### src/rtl/ppu_sprite_eval_pkg.sv
// Shared types and constants for the per-scanline sprite evaluator.
package ppu_sprite_eval_pkg;

   localparam int unsigned OAM_SPRITES   = 64;
   localparam int unsigned SEC_SLOTS     = 8;
   localparam int unsigned SEC_OAM_BYTES = 32;
   localparam int unsigned SPRITE_H8     = 8;
   localparam int unsigned SPRITE_H16    = 16;

   localparam int unsigned SPR_IDX_W  = $clog2(OAM_SPRITES);
   localparam int unsigned SLOT_W     = $clog2(SEC_SLOTS);
   localparam int unsigned SEC_ADDR_W = $clog2(SEC_OAM_BYTES);
   localparam int unsigned CNT_W      = SLOT_W + 1;

   typedef enum logic [2:0] {
      ST_IDLE,
      ST_CLEAR,
      ST_CHECK,
      ST_COPY,
      ST_SCAN_OVF,
      ST_DONE
   } sprite_eval_state_t;

   typedef struct packed {
      logic                  we;
      logic [SEC_ADDR_W-1:0] addr;
      logic [7:0]            data;
   } sec_wr_t;

   // A sprite covers rows Y..Y+h-1; a negative distance (Y below scanline) is a miss.
   function automatic logic y_in_range(input logic [7:0] scanline, input logic [7:0] y,
                                       input logic h16);
      logic [8:0] diff;
      diff = {1'b0, scanline} - {1'b0, y};
      return !diff[8] && (diff[7:0] < (h16 ? 8'(SPRITE_H16) : 8'(SPRITE_H8)));
   endfunction

endpackage

### src/rtl/ppu_sec_oam.sv
// 32x8 secondary OAM: one synchronous write port, one combinational read port.
module ppu_sec_oam
   import ppu_sprite_eval_pkg::*;
(
   input  logic                  clk,
   input  logic                  rst_n,
   input  sec_wr_t               wr,
   input  logic [SEC_ADDR_W-1:0] raddr,
   output logic [7:0]            rdata_c
);

   logic [7:0] mem_q [SEC_OAM_BYTES];

   always_ff @(posedge clk or negedge rst_n) begin
      if (!rst_n) begin
         for (int i = 0; i < int'(SEC_OAM_BYTES); i++) mem_q[i] <= 8'hFF;
      end else if (wr.we) begin
         mem_q[wr.addr] <= wr.data;
      end
   end

   assign rdata_c = mem_q[raddr];

endmodule

### src/rtl/ppu_sprite_eval.sv
// Scanline sprite evaluation: clears secondary OAM, scans primary OAM for in-range
// sprites, copies up to eight of them and flags sprite 0 and overflow.
module ppu_sprite_eval
   import ppu_sprite_eval_pkg::*;
(
   input  logic                  clk,
   input  logic                  rst_n,
   input  logic                  start_i,
   input  logic [7:0]            scanline_i,
   input  logic                  sprite_h16_i,
   output logic                  oam_req_o,
   output logic [7:0]            oam_addr_o,
   input  logic [7:0]            oam_data_i,
   input  logic [SEC_ADDR_W-1:0] sec_addr_i,
   output logic [7:0]            sec_data_o,
   output logic                  busy_o,
   output logic                  done_o,
   output logic [CNT_W-1:0]      sprite_count_o,
   output logic                  sprite0_hit_o,
   output logic                  overflow_o
);

   sprite_eval_state_t state_q, state_d;

   logic [7:0]            scanline_q;
   logic                  h16_q;
   logic [SPR_IDX_W-1:0]  n_q;
   logic [SEC_ADDR_W-1:0] c_q;
   logic [1:0]            b_q;
   logic [CNT_W-1:0]      count_q;
   logic                  sprite0_q;
   logic                  overflow_q;

   logic    hit;
   logic    last_sprite;
   sec_wr_t sec_wr;

   assign hit         = y_in_range(scanline_q, oam_data_i, h16_q);
   assign last_sprite = (n_q == SPR_IDX_W'(OAM_SPRITES - 1));

   // State register
   always_ff @(posedge clk or negedge rst_n) begin
      if (!rst_n) state_q <= ST_IDLE;
      else        state_q <= state_d;
   end

   // Next-state logic
   always_comb begin
      state_d = state_q;
      unique case (state_q)
         ST_IDLE:  if (start_i) state_d = ST_CLEAR;
         ST_CLEAR: if (c_q == SEC_ADDR_W'(SEC_OAM_BYTES - 1)) state_d = ST_CHECK;
         ST_CHECK: begin
            if (hit)              state_d = ST_COPY;
            else if (last_sprite) state_d = ST_DONE;
         end
         ST_COPY: begin
            if (b_q == 2'd3) begin
               if (last_sprite)                             state_d = ST_DONE;
               else if (count_q == CNT_W'(SEC_SLOTS - 1))   state_d = ST_SCAN_OVF;
               else                                         state_d = ST_CHECK;
            end
         end
         ST_SCAN_OVF: if (hit || last_sprite) state_d = ST_DONE;
         ST_DONE:     state_d = ST_IDLE;
         default:     state_d = ST_IDLE;
      endcase
   end

   // Output and secondary-OAM write decode
   always_comb begin
      busy_o      = 1'b0;
      done_o      = 1'b0;
      oam_req_o   = 1'b0;
      sec_wr      = '0;
      unique case (state_q)
         ST_CLEAR: begin
            busy_o      = 1'b1;
            sec_wr.we   = 1'b1;
            sec_wr.addr = c_q;
            sec_wr.data = 8'hFF;
         end
         ST_CHECK: begin
            busy_o      = 1'b1;
            oam_req_o   = 1'b1;
            sec_wr.we   = hit;
            sec_wr.addr = {count_q[SLOT_W-1:0], 2'b00};
            sec_wr.data = oam_data_i;
         end
         ST_COPY: begin
            busy_o      = 1'b1;
            oam_req_o   = 1'b1;
            sec_wr.we   = 1'b1;
            sec_wr.addr = {count_q[SLOT_W-1:0], b_q};
            sec_wr.data = oam_data_i;
         end
         ST_SCAN_OVF: begin
            busy_o    = 1'b1;
            oam_req_o = 1'b1;
         end
         ST_DONE: done_o = 1'b1;
         default: ;
      endcase
   end

   // Datapath: latched request, sprite/byte/clear indices and result flags
   always_ff @(posedge clk or negedge rst_n) begin
      if (!rst_n) begin
         scanline_q <= '0;
         h16_q      <= 1'b0;
         n_q        <= '0;
         c_q        <= '0;
         b_q        <= '0;
         count_q    <= '0;
         sprite0_q  <= 1'b0;
         overflow_q <= 1'b0;
      end else begin
         unique case (state_q)
            ST_IDLE: begin
               if (start_i) begin
                  scanline_q <= scanline_i;
                  h16_q      <= sprite_h16_i;
                  n_q        <= '0;
                  c_q        <= '0;
                  b_q        <= '0;
                  count_q    <= '0;
                  sprite0_q  <= 1'b0;
                  overflow_q <= 1'b0;
               end
            end
            ST_CLEAR: c_q <= c_q + SEC_ADDR_W'(1);
            ST_CHECK: begin
               if (hit) begin
                  b_q <= 2'd1;
                  if (n_q == '0) sprite0_q <= 1'b1;
               end else if (!last_sprite) begin
                  n_q <= n_q + SPR_IDX_W'(1);
               end
            end
            ST_COPY: begin
               if (b_q == 2'd3) begin
                  b_q     <= 2'd0;
                  count_q <= count_q + CNT_W'(1);
                  if (!last_sprite) n_q <= n_q + SPR_IDX_W'(1);
               end else begin
                  b_q <= b_q + 2'd1;
               end
            end
            ST_SCAN_OVF: begin
               if (hit)               overflow_q <= 1'b1;
               else if (!last_sprite) n_q <= n_q + SPR_IDX_W'(1);
            end
            default: ;
         endcase
      end
   end

   assign oam_addr_o     = {n_q, b_q};
   assign sprite_count_o = count_q;
   assign sprite0_hit_o  = sprite0_q;
   assign overflow_o     = overflow_q;

   ppu_sec_oam u_sec_oam (
      .clk     (clk),
      .rst_n   (rst_n),
      .wr      (sec_wr),
      .raddr   (sec_addr_i),
      .rdata_c (sec_data_o)
   );

endmodule

### config.mk
export PLATFORM = sky130hd
export DESIGN_NAME = ppu_sprite_eval
export DESIGN_NICKNAME = d
export VERILOG_FILES = /design/src/rtl/ppu_sprite_eval_pkg.sv /design/src/rtl/ppu_sec_oam.sv /design/src/rtl/ppu_sprite_eval.sv
export SDC_FILE = /design/constraint.sdc
export NUM_CORES = 1
export LEC_CHECK = 0
export ABC_AREA = 1
export CAP_MARGIN = 20
export CORE_ASPECT_RATIO = 1.4
export CORE_MARGIN = 1.5
export CORE_UTILIZATION = 42
export DETAILED_ROUTE_END_ITERATION = 8
export PLACE_DENSITY = 0.68
export SYNTH_ARGS = -nofsm -noshare
export SYNTH_HDL_FRONTEND = slang
export SYNTH_SLANG_ARGS = --single-unit
### constraint.sdc
create_clock -name clk -period 3 [get_ports clk]
set_input_delay 0.6 -clock clk [delete_from_list [all_inputs] [get_ports clk]]
set_output_delay 0.6 -clock clk [all_outputs]
set_load 0.005 [all_outputs]
==> results by stage <==
GRT:
- The number of global-route vias before repair is 12600.
- For this run the aggregate overflow at the end of global routing stands at 0.
- The first-pass GRT wire length is 69.5 mm.
- In the global route stage, overall resource usage came out at between 20% and 30%.
- The largest net degree at the start of global routing is 94.
- The initial antenna violation count is 0.

Placement:
- The final weighted congestion in routability-driven placement is a little under 0.9.
- The number of port buffers is between 40 and 50.
- The post-place instance area is between 15000 and 20000 um^2.
- The wire-length estimate of the detail-placed layout is about 30 mm.

Clock tree:
- The maximum clock insertion buffer count is 3.
- The total clock sinks is between 200 and 300.
- The clock-pin slew reported for the worst setup and hold paths after clock tree synthesis is about 60 ps.
- At the later pin of the worst-skew pair, clock insertion delay measures between 500 and 600 ps.
- The number of clock buffers added by TritonCTS is 30.
- In this run the number of H-tree levels came out at 1.
- The cell sitting at the root of the clock tree is a sky130_fd_sc_hd__clkbuf_16.
- The CTS tree is built.
- The number of hold buffers added after CTS was 0.

Timing:
- The worst clock skew is 10.3 ps.
- The tightest hold path in the finished design has a slack of slightly below 90 ps.
- The final-report hold violation count is 0.
- The relative max-transition margin is 24.1%.
- The total negative slack for setup checks is -139 ps.
- The highest attainable clock frequency is 319 MHz.
- The final critical path takes up 105% of the cycle.
- Setup violations remaining at the end of the flow were counted as 1.
- Subtracting the final worst setup slack from the clock period gives between 3000 and 4000 ps.
- The final max-slew violation count is 0.
- At the pin with the least slew margin, the transition time is roughly 1100 ps.
- Setup slack on the critical path of the routed design comes to -139 ps.
- Setup repair after global routing could not meet its margin everywhere.

Worst hold path:
- The min-delay analysis places its worst path in the category input port to asynchronous set/reset pin.

Setup path:
- Traced cell by cell, the critical path runs through buf_6 > inv_8 > buf_4 > buf_12 > a21oi_1 > o21ai_1 > o211ai_1 > nand3_2 > a31oi_4 > buf_4 > clkdlybuf4s50_1.
- The highest-delay cell along the critical path is sky130_fd_sc_hd__clkdlybuf4s50_1.
- The cell family contributing the most delay on the critical path is buffers and inverters.
- The critical path required time is around 2400 ps.
- The data arrival time at the worst-slack endpoint is about 2500 ps.
- The count of buffering cells on the critical path with inverters included is 6.
- The worst setup path is launched from an input port.
- The top fanout value on the critical path is 29.
- The kind of end point of the critical path is an output port.
- The stage delay of the slowest cell on the critical path is between 400 and 500 ps.
- By instance count, the cell type seen most on the critical path is sky130_fd_sc_hd__buf_4.
- The critical path in this run is classified as input port to output port.

Flow run:
- Across the run, the number of max-cap violations was 0.

Floorplan:
- The die is 159 um wide.
- In this run the vertical extent of the chip is approximately 220 um.
- The row count is 80.
- The overall die area is 35400 um^2.
- The area of the core is roughly 34000 um^2.
- The initial utilization of the core area, before any placement, comes to between 40% and 50%.
- 50 I/O pins were placed.

Detailed routing:
- Wires add up to 44.6 mm.
- Once detail routing completed, the nets flagged for antenna violations numbered 0.
- The routed layout has 12700 vias.
- The number of DRC markers after the initial detailed-route iteration is between 800 and 900.
- After detailed routing, the number of vias per cell comes to 5.51.
- In the routed design, unresolved DRC markers number 0.
- The pre-antenna-repair detailed-routing pass consisted of 6 iterations.
- After detailed routing, the average wire length per cell comes to 19.3 um.

Cells and area:
- The layout cell share with drive strength beyond 1 is roughly 27%.
- The total of fill cells in the finished design is between 3000 and 4000.
- The summed area of non-filler cells in the final layout is 17300 um^2.
- The combined flip-flop and latch cell area is 7500 um^2.
- The number of nets at the end of the flow is around 1900.
- The multi-input combinational cell area is 6190 um^2.
- Relative to the synthesized area, the layout overhead comes to 20.6%.
- The antenna diode instance count is 0.

Power and ir drop:
- The power density of the placed cells is 807 nW/um^2.
- The static leakage power is approximately 7.7 nW.
- The total power of the final layout is around 14 mW.
- The highest ir drop seen on vdd is 702 uV.

Yosys:
- The mean cell area of the mapped netlist is 8.24 um^2.
- The portion of the post-synthesis area used by sequential elements is roughly 52%.
- The Yosys step of the flow raised 0 warnings.
- Counting flops and latches in the post-synthesis netlist gives around 290.
- After synthesis the cells add up to ~14000 um^2.
- The netlist uses 38 different library cells.
- Synthesis produced a netlist whose cell count is 1745.
- When the netlist entered floorplanning its net count stood at roughly 1800.

Run status:
- The run finished, with violations left.
- The checks that failed: negative setup slack.
[logic make-up (layout without fill, tap and decap cells)]
logic type      Yosys count  in the layout  share of synthesized area, %
compound gates          497            497                          19.2
fa+ha+maj                14             14                          1.22
buf+inv                 219            329                          5.98
flops                   287            287                          52.2
simple gates            725            725                          21.2
xor+xnor                  3              3                         0.183
[worst paths after layout]
check                                                 from                              end  slack, ps  cells past startpoint
max                                          sec_addr_i[0]                    sec_data_o[6]       -140                     11
min                                                  rst_n        scanline_q[7]$_DFFE_PN0P_         90                      1
max reg2reg                         state_q[1]$_DFFE_PN0P_  u_sec_oam.mem_q[99]$_DFFE_PN1P_        340                     10
min reg2reg                u_sec_oam.mem_q[57]$_DFFE_PN1P_  u_sec_oam.mem_q[57]$_DFFE_PN1P_        460                      2
max in group asynchronous                            rst_n  u_sec_oam.mem_q[55]$_DFFE_PN1P_       2020                      2
min in group clk           u_sec_oam.mem_q[57]$_DFFE_PN1P_  u_sec_oam.mem_q[57]$_DFFE_PN1P_        460                      2
[power breakdown]
part	internal, mW	total, mW	switching, mW
Sequential	4.89	5.28	0.391
Combinational	1.55	4.87	3.32
Clock	2.26	3.85	1.59
Total	8.69	14.0	5.30
[sequential cells by signal, summed over array words and instances (netlist names)]
register / cells
h16_q: 1
sprite0_hit_o: 1
c_q: 5
b_q: 2
u_sec_oam.mem_q: 256
n_q: 6
scanline_q: 8
state_q: 3
sprite_count_o: 4
overflow_o: 1
[worst register-to-register path: cells and delay by family, from the launching register on]
kind / cells / cell delay (ps)
simple gates: 4 / 870
compound gates: 2 / 680
flops: 1 / 510
buf+inv: 4 / 490
[layout by cell type, fill, tap and decap left out, types with 14 or more instances in the layout]
cell type,instances
sky130_fd_sc_hd__clkbuf_16,34
sky130_fd_sc_hd__a21oi_1,122
sky130_fd_sc_hd__dfstp_2,256
sky130_fd_sc_hd__o21a_1,17
sky130_fd_sc_hd__dfrtp_1,30
sky130_fd_sc_hd__nand2_1,360
sky130_fd_sc_hd__o22ai_1,23
sky130_fd_sc_hd__o211ai_1,31
sky130_fd_sc_hd__buf_4,92
sky130_fd_sc_hd__ha_1,14
sky130_fd_sc_hd__clkdlybuf4s50_1,38
sky130_fd_sc_hd__o21ai_0,257
sky130_fd_sc_hd__buf_12,14
sky130_fd_sc_hd__nor2_2,17
sky130_fd_sc_hd__nor2_1,217
sky130_fd_sc_hd__nand3_1,88
sky130_fd_sc_hd__inv_1,98
[timing repair]
item                                    4_1_cts  5_1_grt
pin swaps                                    19        7
gates resized for setup                      43       26
cloned                                        2        2
setup buffers                                 1        1
endpoints found under the setup margin       10       51
[routing by layer]
metal | part of all wire (%) | routed length, um | GRT usage [%] | up-vias
met5 | 0 | 0 | 0 | -
met4 | 5.8 | 2580 | 13.6 | 0
met3 | 5.7 | 2560 | 3.09 | 129
met2 | 49 | 21900 | 44.1 | 455
met1 | 39 | 17500 | 29.7 | 6139
li1 | - | - | - | 5979
[final cells by class]
type / instances / area share [%]
well taps: 451 / 3.25
repair buffers: 164 / 9.39
multi-input cells: 1239 / 35.7
clock inverters: 11 / 0.707
inverters: 111 / 2.46
flip-flops and latches: 287 / 43.3
clock buffers: 43 / 5.20
[Yosys cell counts]
master,n,area share (%)
sky130_fd_sc_hd__nand2_1,362,9.5
sky130_fd_sc_hd__o21ai_0,269,9.4
sky130_fd_sc_hd__dfstp_2,256,47
sky130_fd_sc_hd__nor2_1,221,5.8
sky130_fd_sc_hd__a21oi_1,123,4.3
sky130_fd_sc_hd__inv_1,99,2.6
sky130_fd_sc_hd__nand3_1,96,3.3
sky130_fd_sc_hd__clkbuf_1,83,2.2
sky130_fd_sc_hd__dfrtp_1,31,5.4
sky130_fd_sc_hd__o211ai_1,31,1.6
sky130_fd_sc_hd__o22ai_1,23,1.0
sky130_fd_sc_hd__o21a_1,17,0.89
sky130_fd_sc_hd__buf_2,15,0.52
sky130_fd_sc_hd__ha_1,14,1.2
sky130_fd_sc_hd__nor2_2,13,0.57
sky130_fd_sc_hd__nor2_4,12,0.94
sky130_fd_sc_hd__o221ai_1,12,0.73
sky130_fd_sc_hd__nand2_2,9,0.39
sky130_fd_sc_hd__a31oi_1,8,0.35
sky130_fd_sc_hd__inv_2,8,0.21
sky130_fd_sc_hd__a32oi_1,6,0.37
sky130_fd_sc_hd__buf_1,5,0.13
sky130_fd_sc_hd__buf_4,5,0.26
sky130_fd_sc_hd__clkinv_1,4,0.10
sky130_fd_sc_hd__xor2_1,3,0.18
sky130_fd_sc_hd__nand3_2,2,0.14
sky130_fd_sc_hd__nand3b_1,2,0.10
sky130_fd_sc_hd__nand4_1,2,0.087
sky130_fd_sc_hd__nor3_1,2,0.070
sky130_fd_sc_hd__nor3_4,2,0.23
sky130_fd_sc_hd__o21bai_1,2,0.10
sky130_fd_sc_hd__o22ai_2,2,0.17
sky130_fd_sc_hd__a22oi_2,1,0.087
sky130_fd_sc_hd__nand2_4,1,0.078
sky130_fd_sc_hd__o21ai_1,1,0.035
sky130_fd_sc_hd__o22ai_4,1,0.14
sky130_fd_sc_hd__o41ai_1,1,0.061
sky130_fd_sc_hd__or3_1,1,0.044
[through the flow]
step	setup slack (ps)	utilization [%]	std cells
floorplan	202	-	1745
global placement	-667	47.1	2248
detailed placement	-694	47.1	2248
CTS	-251	50.7	2304
global route	-253	51.1	2306
finish	-139	51.1	2306
(Power assumes the default switching activity.)
